<file path="src/rtl/fall_to_rise_fifo_if.sv">
// Handshake bundle for fall_to_rise_fifo: negedge write side, posedge read side,
// occupancy status and sticky error flags.
`timescale 1ns/1ps
interface fall_to_rise_fifo_if #(
  parameter int WIDTH     = 32,
  parameter int ADDR_BITS = 3
);
  logic                 wr_en;
  logic [WIDTH-1:0]     wr_data;
  logic                 full;
  logic                 rd_en;
  logic [WIDTH-1:0]     rd_data;
  logic                 rd_valid;
  logic                 empty;
  logic [ADDR_BITS:0]   count;
  logic                 wr_overflow;
  logic                 rd_underflow;
  logic                 err_clear;

  modport slave (
    input  wr_en, wr_data, rd_en, err_clear,
    output full, rd_data, rd_valid, empty, count, wr_overflow, rd_underflow
  );

  modport master (
    output wr_en, wr_data, rd_en, err_clear,
    input  full, rd_data, rd_valid, empty, count, wr_overflow, rd_underflow
  );
endinterface

</file>
<file path="src/rtl/fall_to_rise_fifo.sv">
// Single-clock FIFO written on the falling edge and read on the rising edge,
// giving a half-cycle handoff with no pointer synchronisation.
`timescale 1ns/1ps
module fall_to_rise_fifo #(
  parameter int WIDTH     = 32,
  parameter int DEPTH     = 8,
  parameter int ADDR_BITS = 3
) (
  input  logic              clk,
  input  logic              clr,
  fall_to_rise_fifo_if.slave bus
);

  logic [ADDR_BITS:0]  r_wptr;
  logic [ADDR_BITS:0]  r_rptr;
  logic [WIDTH-1:0]    r_mem [DEPTH];
  logic [WIDTH-1:0]    r_rd_data;
  logic                r_rd_valid;
  logic                r_rd_underflow;
  logic                r_wr_overflow;
  logic                r_ovf_tag;
  logic                r_clr_tog;

  logic                w_full;
  logic                w_empty;
  logic                w_wr_ok;
  logic                w_rd_ok;
  logic                w_ovf_visible;

  assign w_empty = (r_wptr == r_rptr);
  assign w_full  = (r_wptr[ADDR_BITS-1:0] == r_rptr[ADDR_BITS-1:0]) &&
                   (r_wptr[ADDR_BITS] != r_rptr[ADDR_BITS]);
  assign w_wr_ok = clr && bus.wr_en && !w_full;
  assign w_rd_ok = bus.rd_en && !w_empty;

  // wr_overflow is set on the falling edge but cleared on the rising edge. A rising-edge
  // toggle marks a clear; the flag only shows while its tag matches the current toggle.
  assign w_ovf_visible = r_wr_overflow && (r_ovf_tag == r_clr_tog);

  always_ff @(negedge clk or negedge clr) begin
    if (!clr) begin
      r_wptr        <= '0;
      r_wr_overflow <= 1'b0;
      r_ovf_tag     <= 1'b0;
    end else begin
      if (w_wr_ok) begin
        r_wptr <= r_wptr + 1'b1;
      end
      if (bus.wr_en && w_full) begin
        r_wr_overflow <= 1'b1;
        r_ovf_tag     <= r_clr_tog;
      end else if (r_ovf_tag != r_clr_tog) begin
        r_wr_overflow <= 1'b0;
        r_ovf_tag     <= r_clr_tog;
      end
    end
  end

  always_ff @(negedge clk) begin
    if (w_wr_ok) begin
      r_mem[r_wptr[ADDR_BITS-1:0]] <= bus.wr_data;
    end
  end

  always_ff @(posedge clk or negedge clr) begin
    if (!clr) begin
      r_rptr         <= '0;
      r_rd_data      <= '0;
      r_rd_valid     <= 1'b0;
      r_rd_underflow <= 1'b0;
      r_clr_tog      <= 1'b0;
    end else begin
      r_rd_valid <= w_rd_ok;
      if (w_rd_ok) begin
        r_rd_data <= r_mem[r_rptr[ADDR_BITS-1:0]];
        r_rptr    <= r_rptr + 1'b1;
      end
      if (bus.err_clear) begin
        r_rd_underflow <= 1'b0;
        r_clr_tog      <= ~r_clr_tog;
      end else if (bus.rd_en && w_empty) begin
        r_rd_underflow <= 1'b1;
      end
    end
  end

  assign bus.full         = w_full;
  assign bus.empty        = w_empty;
  assign bus.count        = r_wptr - r_rptr;
  assign bus.rd_data      = r_rd_data;
  assign bus.rd_valid     = r_rd_valid;
  assign bus.wr_overflow  = w_ovf_visible;
  assign bus.rd_underflow = r_rd_underflow;

endmodule

</file>
<file path="src/flat_wrapper.sv">
// flat-port wrapper written by rule: the top's interface ports become plain ports
module fall_to_rise_fifo_flat 
#(
  parameter int WIDTH     = 32,
  parameter int DEPTH     = 8,
  parameter int ADDR_BITS = 3
)
  (clk, clr, bus_wr_en, bus_wr_data, bus_rd_en, bus_err_clear, bus_full, bus_rd_data, bus_rd_valid, bus_empty, bus_count, bus_wr_overflow, bus_rd_underflow);
  fall_to_rise_fifo_if #(.WIDTH(WIDTH), .ADDR_BITS(ADDR_BITS)) bus_i ();
  input  logic clk;
  input  logic clr;
  input wire logic [$bits(bus_i.wr_en)-1:0] bus_wr_en;
  input wire logic [$bits(bus_i.wr_data)-1:0] bus_wr_data;
  input wire logic [$bits(bus_i.rd_en)-1:0] bus_rd_en;
  input wire logic [$bits(bus_i.err_clear)-1:0] bus_err_clear;
  output wire logic [$bits(bus_i.full)-1:0] bus_full;
  output wire logic [$bits(bus_i.rd_data)-1:0] bus_rd_data;
  output wire logic [$bits(bus_i.rd_valid)-1:0] bus_rd_valid;
  output wire logic [$bits(bus_i.empty)-1:0] bus_empty;
  output wire logic [$bits(bus_i.count)-1:0] bus_count;
  output wire logic [$bits(bus_i.wr_overflow)-1:0] bus_wr_overflow;
  output wire logic [$bits(bus_i.rd_underflow)-1:0] bus_rd_underflow;
  assign bus_i.wr_en = bus_wr_en;
  assign bus_i.wr_data = bus_wr_data;
  assign bus_i.rd_en = bus_rd_en;
  assign bus_i.err_clear = bus_err_clear;
  assign bus_full = bus_i.full;
  assign bus_rd_data = bus_i.rd_data;
  assign bus_rd_valid = bus_i.rd_valid;
  assign bus_empty = bus_i.empty;
  assign bus_count = bus_i.count;
  assign bus_wr_overflow = bus_i.wr_overflow;
  assign bus_rd_underflow = bus_i.rd_underflow;
  fall_to_rise_fifo #(.WIDTH(WIDTH), .DEPTH(DEPTH), .ADDR_BITS(ADDR_BITS)) u_core (.clk(clk), .clr(clr), .bus(bus_i));
endmodule
</file>
<file path="config.mk">
export PLATFORM = sky130hd
export DESIGN_NAME = fall_to_rise_fifo_flat
export DESIGN_NICKNAME = d
export VERILOG_FILES = /design/src/rtl/fall_to_rise_fifo_if.sv /design/src/rtl/fall_to_rise_fifo.sv /design/src/flat_wrapper.sv
export SDC_FILE = /design/constraint.sdc
export NUM_CORES = 1
export LEC_CHECK = 0
export ABC_CLOCK_PERIOD_IN_PS = 6150
export BUFFER_PORTS_ARGS = -buffer_cell sky130_fd_sc_hd__buf_4
export CAP_MARGIN = 10
export CORE_MARGIN = 2
export CORE_UTILIZATION = 57
export DETAILED_ROUTE_END_ITERATION = 8
export GPL_TIMING_DRIVEN = 1
export HOLD_SLACK_MARGIN = 0.06
export PLACE_DENSITY = 0.84
export SLEW_MARGIN = 10
export SYNTH_ARGS = -nofsm -noshare
export SYNTH_HDL_FRONTEND = slang
export SYNTH_SLANG_ARGS = --single-unit
</file>
<file path="constraint.sdc">
create_clock -name clk -period 6.15 [get_ports clk]
set_input_delay 0.3075 -clock clk [delete_from_list [all_inputs] [get_ports clk]]
set_output_delay 0.3075 -clock clk [all_outputs]
set_load 0.01 [all_outputs]
</file>
* Yosys cells after proc, flatten, opt, wreduce, memory -nomap -nowiden
Memories as Yosys holds them, arrays and structs flattened. A register that Yosys moved wholly into a read port is not among the register bits. Cells that the tools add are included.
Word-level totals: output and inout bits 41, logic and storage cells 37, register bits after elaboration 13, input port bits 37, memories kept 1, RAM bits 256
Cells by class: reduce and logical (&&, ||, !) cells 12, bitwise logic cells 1, multiplexer cells 8, equal/unequal tests 5, $add $sub $neg 3
Memory list:
- u_core.r_mem | depth 8, bits a word 32, read ports 1, clocked after Yosys merged registers in 1, write ports 1, RTL line fall_to_rise_fifo.sv:16 | logic [WIDTH-1:0] r_mem [DEPTH];
Operators by type and width (count):
- 4-bit by 1-bit adder with 4-bit output (second input constant) | 2
- 1-bit two-way mux | 8
- 1-bit logical AND | 7
- 4-bit equality test | 1
- 2-bit nonzero test | 2
- 4-bit subtractor | 1
- 3-bit equality test | 1
- 1-bit logical NOT | 3
- 1-bit inequality test | 2
- 1-bit equality test | 1
- 1-bit NOT | 1

* Longest topological paths before layout
Gate-level depths: netlist of run 1.
word-level depth 6, gate-level depth with buffers 11, mapped depth without buffers 7

==> results of run 1 <==
routing by layer:
metal / share of wire / wire [µm] / track usage / vias to the layer above
li1: - / - / - / 3167
met1: 0.37 / 9930 / 0.314 / 3555
met2: 0.52 / 14000 / 0.428 / 359
met3: 0.076 / 2040 / 0.0637 / 59
met4: 0.028 / 760 / 0.111 / 0
met5: 0 / 0 / 0 / -
sequential cells by signal, summed over array words and instances (netlist names):
register,count
u_core.r_wptr,4
u_core.r_ovf_tag,1
u_core.r_mem,256
u_core.r_clr_tog,1
u_core.bus.rd_underflow,1
u_core.bus.rd_data,32
u_core.r_wr_overflow,1
u_core.bus.rd_valid,1
u_core.r_rptr,4
power groups by stage:
stage	combinational, mW	sequential, mW	clock, mW
final	2.00	2.70	2.76
after global routing	2.15	2.72	2.98
after CTS	2.02	2.70	2.79
after detailed placement	1.97	2.72	0.247
after global placement	1.90	2.70	0.247
after floorplan	1.34	2.73	0.247
layout by cell type, fill, tap and decap left out, types with 3 or more instances in the layout:
master,Yosys,layout
xnor2_1,7,7
buf_12,3,5
dfrtn_1,6,6
ha_1,5,5
mux4_1,3,3
dfrtp_1,39,36
mux4_2,29,29
o221ai_1,29,29
buf_4,3,91
nor2_1,6,4
dlygate4sd3_1,0,3
o21ai_0,3,3
mux2i_1,32,32
edfxtp_1,256,256
bufinv_16,0,5
clkbuf_16,0,33
nand2_1,38,38
nor3_4,0,4
clkinv_2,1,4
o21ai_1,30,30
xor2_1,4,4
mux2_2,33,33
clkbuf_8,0,3
clkinv_4,0,3
inv_1,9,264
o221ai_2,3,3
nand3_1,33,32
nor2_4,0,3
path summary, 6_finish.rpt:
| path | to | slack, ns | startpoint |
|---|---|---|---|
| max | bus_count[3] | 0.48 | u_core.r_wptr[1]$_DFFE_NN0P_ |
| min | u_core.bus.rd_valid$_DFF_PN0_ | 0.15 | bus_rd_en |
| max reg2reg | u_core.r_mem[0][30]$_DFFE_NP_ | 0.69 | u_core.r_rptr[0]$_DFFE_PN0P_ |
| min reg2reg | u_core.bus.rd_data[30]$_DFFE_PN0P_ | 0.49 | u_core.bus.rd_data[30]$_DFFE_PN0P_ |
| max in group asynchronous | u_core.r_wptr[3]$_DFFE_NN0P_ | 2.19 | clr |
| min in group asynchronous | u_core.r_rptr[0]$_DFFE_PN0P_ | 0.21 | clr |
logic make-up after synthesis:
family / count (synthesis) / synth area share
AO/OA/AOI/OAI: 72 / 0.0459
XOR/XNOR: 12 / 0.00967
adder cells (fa/ha/maj): 6 / 0.00709
buffers and inverters: 47 / 0.0259
flip-flops: 301 / 0.757
multiplexers: 97 / 0.122
AND/OR/NAND/NOR: 85 / 0.0322
area by class of cell:
cell class	instances	share of cell area
repair buffers	99	0.0552
clock inverters	276	0.0833
multi-input cells	272	0.178
well taps	270	0.0229
clock buffers	36	0.0589
flip-flops and latches	301	0.599
inverters	9	0.00238
critical path, cell delays in order, from the launching register on:
cell and delay, ns:
dfrtn_1 0.65, ha_1 0.35, a21o_1 0.20, a21oi_1 0.18, xnor2_1 0.18, buf_4 0.17
==> results.json, run 1 <==
{
  "insertion_delay_ns": 0.65,
  "fp.dieW_um": 147,
  "ant_nets": 0,
  "grt_max_degree": 68,
  "path_class": "flip-flop to primary output",
  "viasPerCell": 5.65,
  "netlist_area_mm2": 0.0116,
  "cts_tree": "built",
  "place_area_mm2": 0.0126,
  "route.detailed.drc": 0,
  "port_buffers": 77,
  "dr.pass1.iters": 4,
  "slew_headroom": 0.399,
  "drv_slew": 0,
  "final.setup.tns_ns": 0,
  "ys_top_cells_by_area": "edfxtp_1 (66%), dfrtp_1 (8.4%), mux4_2 (5.6%)",
  "tightestPinTransition_ns": 0.902,
  "drive_gt1_frac": 0.235,
  "antenna_found_initial": 0,
  "power.switching_mw": 2.61,
  "diodes": 0,
  "synthFlopType": "edfxtp_1",
  "arrival_ns": 5.36,
  "startpoint_type": "flip-flop",
  "synth.avg_cell_area_um2": 18.8,
  "finalPower_mw": 7.47,
  "synth_edf_count": 256,
  "hp-class": "input port to flip-flop",
  "routabilityCongestion": 0.773,
  "clk_path_buf_depth": 3,
  "combPwrFrac": 0.268,
  "ctsHoldBuffers": 3,
  "synth-async-reset-ratio": 0.150,
  "fin_skew_ns": 0.111,
  "area_growth_pct": 26.5,
  "hpwl_mm": 13.2,
  "pin_count": 78,
  "multi_input_area_mm2": 0.00263,
  "core_area_mm2": 0.0202,
  "yosysTopAreaCellShare": 0.660,
  "hold_viol": 0,
  "grt_pass1_vias": 7826,
  "seqCellArea_mm2": 0.00882,
  "cts_resized": 0,
  "cts-buffers-inserted": 30,
  "cts.clk_slew.worst_paths_ns": 0.07,
  "critPathMaxFanout": 8,
  "root_buffer": "clkbuf_16",
  "dp.cells": 949,
  "synth_cell_type_count": 37,
  "initial_core_util": 0.577,
  "final_area_mm2": 0.0147,
  "postRouteWirelength_mm": 26.7,
  "worstPathRequired_ns": 5.84,
  "synth.top_cells.by_count": "edfxtp_1 (256), dfrtp_1 (39), nand2_1 (38), mux2_2 (33), nand3_1 (33)",
  "die_area_mm2": 0.0216,
  "p_sw_frac": 0.349,
  "clkPwrFrac": 0.370,
  "yosys.area.top_type": "edfxtp_1",
  "syn_inst": 620,
  "synth_seq_cells": 301,
  "via_count": 7140,
  "nets": 1012,
  "post_cts_buffers": 0,
  "grt_pass1_wl_mm": 41.6,
  "crit_path_end_kind": "primary output",
  "fin_util": 0.730,
  "power.internal_mw": 4.86,
  "fin_ws_ns": 0.478,
  "r2r_cells": 5,
  "track_usage": 0.253,
  "synth_seq_area_share": 0.757,
  "synthesis.nets": 663,
  "drtIter0Drc": 612,
  "n_fill_cell": 1158,
  "status": "finished clean",
  "rsz0062_at_grt": "no",
  "min_path_cells": 3,
  "cts_max_level": 1,
  "finalNonFillerCells": 1263,
  "dieHeight_um": 147,
  "routedWlPerCell_um": 21.2,
  "peakVddDrop_mv": 0.254,
  "p_leak_nw": 6.22,
  "p_seq_frac": 0.362,
  "setup_viol": 0,
  "p_per_area_mw_per_mm2": 507,
  "place_ws_ns": 0.703,
  "clkSinkCount": 301,
  "num_rows": 52,
  "yosys_warnings": 0,
  "yosysMostFrequentCell": "edfxtp_1",
  "drv_cap": 0,
  "gr-total-overflow": 0,
  "whs_ns": 0.148
}
No activity file was read; power rests on OpenSTA's default activity.
==> run 2: changes to the inputs <==
--- a/config.mk
+++ b/config.mk
@@ -8,8 +8,10 @@
 export ABC_CLOCK_PERIOD_IN_PS = 6150
 export BUFFER_PORTS_ARGS = -buffer_cell sky130_fd_sc_hd__buf_4
 export CAP_MARGIN = 10
+export CELL_PAD_IN_SITES_DETAIL_PLACEMENT = 1
+export CELL_PAD_IN_SITES_GLOBAL_PLACEMENT = 1
 export CORE_MARGIN = 2
-export CORE_UTILIZATION = 57
+export CORE_UTILIZATION = 50
 export DETAILED_ROUTE_END_ITERATION = 8
 export GPL_TIMING_DRIVEN = 1
 export HOLD_SLACK_MARGIN = 0.06
==> results.json, run 2 (synthesis gave the netlist of run 1 again) <==
{
  "status": "finished clean",
  "track_usage": 0.289,
  "hold_viol": 0,
  "pin_count": 78,
  "drv_cap": 0,
  "core_area_mm2": 0.0228,
  "drv_slew": 0,
  "ant_nets": 0,
  "setup_viol": 0,
  "p_leak_nw": 6.21,
  "fin_skew_ns": 0.104,
  "diodes": 0,
  "seqCellArea_mm2": 0.00882,
  "cts_tree": "built",
  "grt_max_degree": 68,
  "cts.clk_slew.worst_paths_ns": 0.07,
  "postRouteWirelength_mm": 34.2,
  "largest_register_ffs": 256,
  "clkSinkCount": 301,
  "viasPerCell": 5.65,
  "grt_pass1_wl_mm": 51.9,
  "final.setup.tns_ns": 0,
  "layout_common_cells": "inv_1 (268), edfxtp_1 (256), buf_4 (100)",
  "cts_max_level": 1,
  "path_class": "flip-flop to primary output",
  "port_buffers": 77,
  "routedWlPerCell_um": 26.1,
  "hpwl_mm": 16.6,
  "die_area_mm2": 0.0245,
  "nets": 1017,
  "slew_headroom": 0.419,
  "area_growth_pct": 26.2,
  "n_fill_cell": 2095,
  "fin_ws_ns": 0.421,
  "post_cts_buffers": 0,
  "root_buffer": "clkbuf_16",
  "drive_gt1_frac": 0.230,
  "fp.dieW_um": 157,
  "dr.pass1.iters": 5,
  "rsz0062_at_grt": "no",
  "initial_core_util": 0.511,
  "startpoint_type": "flip-flop",
  "via_count": 7402,
  "cts-buffers-inserted": 31,
  "insertion_delay_ns": 0.65,
  "hp-class": "input port to flip-flop",
  "crit_path_end_kind": "primary output",
  "drtIter0Drc": 742,
  "place_ws_ns": 0.701,
  "arrival_ns": 5.42,
  "p_per_area_mw_per_mm2": 520,
  "route.detailed.drc": 0,
  "dp.cells": 997,
  "layout.cells.most_common": "inv_1",
  "peakVddDrop_mv": 0.287,
  "gr-total-overflow": 0,
  "tightestPinTransition_ns": 0.871,
  "clk_path_buf_depth": 3,
  "finalNonFillerCells": 1311,
  "whs_ns": 0.0707,
  "worstPathRequired_ns": 5.84,
  "critPathMaxFanout": 7,
  "routabilityCongestion": 0.852,
  "multi_input_area_mm2": 0.00263,
  "antenna_found_initial": 0,
  "dieHeight_um": 157,
  "fin_util": 0.645,
  "num_rows": 55,
  "grt_pass1_vias": 8376
}
==> run 2: cell count changes in the layout (fill, tap and decap cells not counted), sizes merged <==
cell	change
clkbuf	+3
dlygate4sd3	-1
clkinvlp	-2
buf	+5
inv	+1
clkinv	-1
==> run 2: worst paths after layout <==
path | start | end | slack [ns] | cells after the start
worst max-delay path | u_core.r_wptr[0]$_DFFE_NN0P_ | bus_count[2] | 0.42 | 5
worst min-delay path | bus_rd_en | u_core.bus.rd_underflow$_DFFE_PN0P_ | 0.07 | 3
worst max register to register | u_core.r_wptr[0]$_DFFE_NN0P_ | u_core.r_rptr[3]$_DFFE_PN0P_ | 0.56 | 8
worst min register to register | u_core.bus.rd_data[5]$_DFFE_PN0P_ | u_core.bus.rd_data[5]$_DFFE_PN0P_ | 0.49 | 2
max in group asynchronous | clr | u_core.r_ovf_tag$_DFFE_NN0P_ | 2.17 | 3
min in group asynchronous | clr | u_core.r_rptr[0]$_DFFE_PN0P_ | 0.18 | 2
==> run 2: worst max-delay path, cell delays in order (launching register included) <==
cell	delay, ns
dfrtn_1	0.67
inv_1	0.12
ha_1	0.24
fa_1	0.40
xnor2_1	0.20
buf_4	0.16
==> run 2: what timing repair did <==
item	in CTS	in global routing
resized for setup	0	0
hold buffers	2	0
hold endpoints to repair	11	0
==> run 2: cell type report <==
class	count	area share
Clock buffer	39	0.0576
Clock inverter	274	0.0802
Inverter	9	0.00239
Multi-Input combinational cell	272	0.179
Sequential cell	301	0.600
Tap cell	313	0.0267
Timing Repair Buffer	103	0.0538
==> run 2: power by group <==
part           total [mW]  leakage, nW  switching [mW]  internal [mW]
registers            2.72         2.85           0.190           2.53
clock network        2.82         1.90            1.41           1.41
logic                2.10         1.46            1.22          0.875
==> run 2: metrics by stage <==
stage	power, mW	cell area (µm²)
floorplan	4.32	11700
CTS	7.68	14700
detailed placement	5.01	12600
finish	7.63	14700
global route	8.01	14700
global placement	4.88	12600
==> run 2: per-layer routing <==
layer / part of all wire / routed length (µm) / track usage / vias to the layer above
met1: 0.39 / 13200 / 0.360 / 3805
met2: 0.52 / 17600 / 0.495 / 329
met4: 0.041 / 1400 / 0.131 / 0
met3: 0.056 / 1930 / 0.0510 / 100
li1: - / - / - / 3168
met5: 0 / 0 / 0 / -
==> run 3: changes to the inputs <==
--- a/config.mk
+++ b/config.mk
@@ -10,12 +10,13 @@
 export CAP_MARGIN = 10
 export CELL_PAD_IN_SITES_DETAIL_PLACEMENT = 1
 export CELL_PAD_IN_SITES_GLOBAL_PLACEMENT = 1
+export CORE_ASPECT_RATIO = 1.5
 export CORE_MARGIN = 2
-export CORE_UTILIZATION = 50
+export CORE_UTILIZATION = 40
 export DETAILED_ROUTE_END_ITERATION = 8
 export GPL_TIMING_DRIVEN = 1
 export HOLD_SLACK_MARGIN = 0.06
-export PLACE_DENSITY = 0.84
+export PLACE_DENSITY = 0.71
 export SLEW_MARGIN = 10
 export SYNTH_ARGS = -nofsm -noshare
 export SYNTH_HDL_FRONTEND = slang
==> results.json, run 3 (synthesis gave the netlist of run 1 again) <==
{
  "critPathMaxFanout": 8,
  "tightestPinTransition_ns": 0.940,
  "rr_startpoint": "u_core.r_rptr[0]$_DFFE_PN0P_",
  "place_area_mm2": 0.0127,
  "layout_common_cells": "inv_1 (265), edfxtp_1 (256), buf_4 (95)",
  "hp-class": "input port to flip-flop",
  "dieHeight_um": 213,
  "combPwrFrac": 0.275,
  "nets": 1011,
  "cts.clk_slew.worst_paths_ns": 0.07,
  "p_per_area_mw_per_mm2": 492,
  "worstPathRequired_ns": 5.84,
  "fp.dieW_um": 143,
  "slew_headroom": 0.374,
  "clkSinkCount": 301,
  "clkPwrFrac": 0.350,
  "hold_viol": 0,
  "initial_core_util": 0.405,
  "final.setup.tns_ns": 0,
  "grt_pass1_vias": 7964,
  "postRouteWirelength_mm": 28.3,
  "core_area_mm2": 0.0287,
  "port_buffers": 77,
  "fin_util": 0.511,
  "largest_register_ffs": 256,
  "routabilityCongestion": 0.767,
  "cts_resized": 0,
  "drv_slew": 0,
  "antenna_found_initial": 0,
  "die_area_mm2": 0.0305,
  "p_sw_frac": 0.355,
  "clk_path_buf_depth": 3,
  "drtIter0Drc": 447,
  "min_path_cells": 3,
  "viasPerCell": 5.00,
  "r2r_end": "u_core.r_mem[0][30]$_DFFE_NP_",
  "status": "finished clean",
  "hpwl_mm": 14.7,
  "insertion_delay_ns": 0.64,
  "startpoint_type": "flip-flop",
  "track_usage": 0.190,
  "num_rows": 76,
  "path_class": "flip-flop to primary output",
  "p_leak_nw": 6.14,
  "drv_cap": 0,
  "cts-buffers-inserted": 29,
  "pin_count": 78,
  "crit_path_end_kind": "primary output",
  "n_fill_cell": 2866,
  "setup_viol": 0,
  "rsz0062_at_grt": "no",
  "gr-total-overflow": 0,
  "drive_gt1_frac": 0.227,
  "root_buffer": "clkbuf_16",
  "r2r_setup_slack_ns": 0.69,
  "grt_pass1_wl_mm": 43.7,
  "peakVddDrop_mv": 0.300,
  "post_cts_buffers": 0,
  "power.internal_mw": 4.66,
  "r2r_cells": 5,
  "area_growth_pct": 26.1,
  "fin_skew_ns": 0.0980,
  "grt_max_degree": 68,
  "power.switching_mw": 2.57,
  "final_area_mm2": 0.0147,
  "routedWlPerCell_um": 20.5,
  "via_count": 6905,
  "ant_nets": 0,
  "cts_tree": "built",
  "layout.cells.most_common": "inv_1",
  "route.detailed.drc": 0,
  "p_seq_frac": 0.375,
  "cts_max_level": 1,
  "worstHoldStart": "bus_rd_en",
  "diodes": 0,
  "worstHoldEndpoint": "u_core.bus.rd_valid$_DFF_PN0_",
  "arrival_ns": 5.29,
  "dr.pass1.iters": 4
}
## run 3: worst max-delay path: stages, from the launching register on
cell and delay, ns:
dfrtn_1 0.65, ha_1 0.35, a21o_1 0.20, a21oi_1 0.18, xnor2_1 0.15, buf_4 0.15
## run 3: power groups by stage
stage	registers [mW]	logic [mW]	clock network, mW
2_1_floorplan	2.73	1.34	0.247
3_3_place_gp	2.71	1.92	0.247
3_5_place_dp	2.74	2.00	0.247
4_1_cts	2.71	2.02	2.60
5_1_grt	2.73	2.16	2.81
6_report	2.71	1.98	2.53
## run 3: final cells by class
class	instances	area (µm²)	area share
Sequential cell	301	8820	0.601
Multi-Input combinational cell	272	2630	0.179
Tap cell	390	488	0.0332
Inverter	9	35.0	0.00239
Clock buffer	36	847	0.0577
Timing Repair Buffer	99	763	0.0520
Clock inverter	273	1100	0.0751
## run 3: layer usage
metal | vias to the layer above | GRT usage | part of all wire
met3 | 49 | 0.0388 | 0.044
met1 | 3543 | 0.221 | 0.39
li1 | 3158 | - | -
met4 | 0 | 0.0822 | 0.025
met5 | - | 0 | 0
met2 | 155 | 0.340 | 0.55
## run 3: worst max path at each step
stage,from,to,slack [ns]
finish,u_core.r_wptr[1]$_DFFE_NN0P_,bus_count[3],0.55
floorplan,u_core.r_rptr[2]$_DFFE_PN0P_,u_core.r_mem[6][0]$_DFFE_NP_,-0.24
global route,u_core.r_wptr[0]$_DFFE_NN0P_,bus_count[2],0.43
global placement,u_core.r_rptr[0]$_DFFE_PN0P_,u_core.r_mem[0][29]$_DFFE_NP_,0.75
detailed placement,u_core.r_rptr[0]$_DFFE_PN0P_,u_core.r_mem[0][29]$_DFFE_NP_,0.67
CTS,u_core.r_wptr[1]$_DFFE_NN0P_,bus_count[3],0.52
## run 3: stage by stage
stage | setup WS, ns | hold WS, ns | total power, mW | instances
finish | 0.548 | 0.189 | 7.22 | 1380
global route | 0.425 | 0.194 | 7.70 | 1380
CTS | 0.523 | 0.163 | 7.34 | 1380
detailed placement | 0.670 | 0.479 | 4.98 | 1069
global placement | 0.752 | 0.469 | 4.88 | 1069
floorplan | -0.238 | 0.0119 | 4.32 | 620
## run 3: repair_timing
action,4_1_cts,5_1_grt
hold buffers,3,0
setup endpoints to repair,0,0
endpoints found under the hold margin,41,0
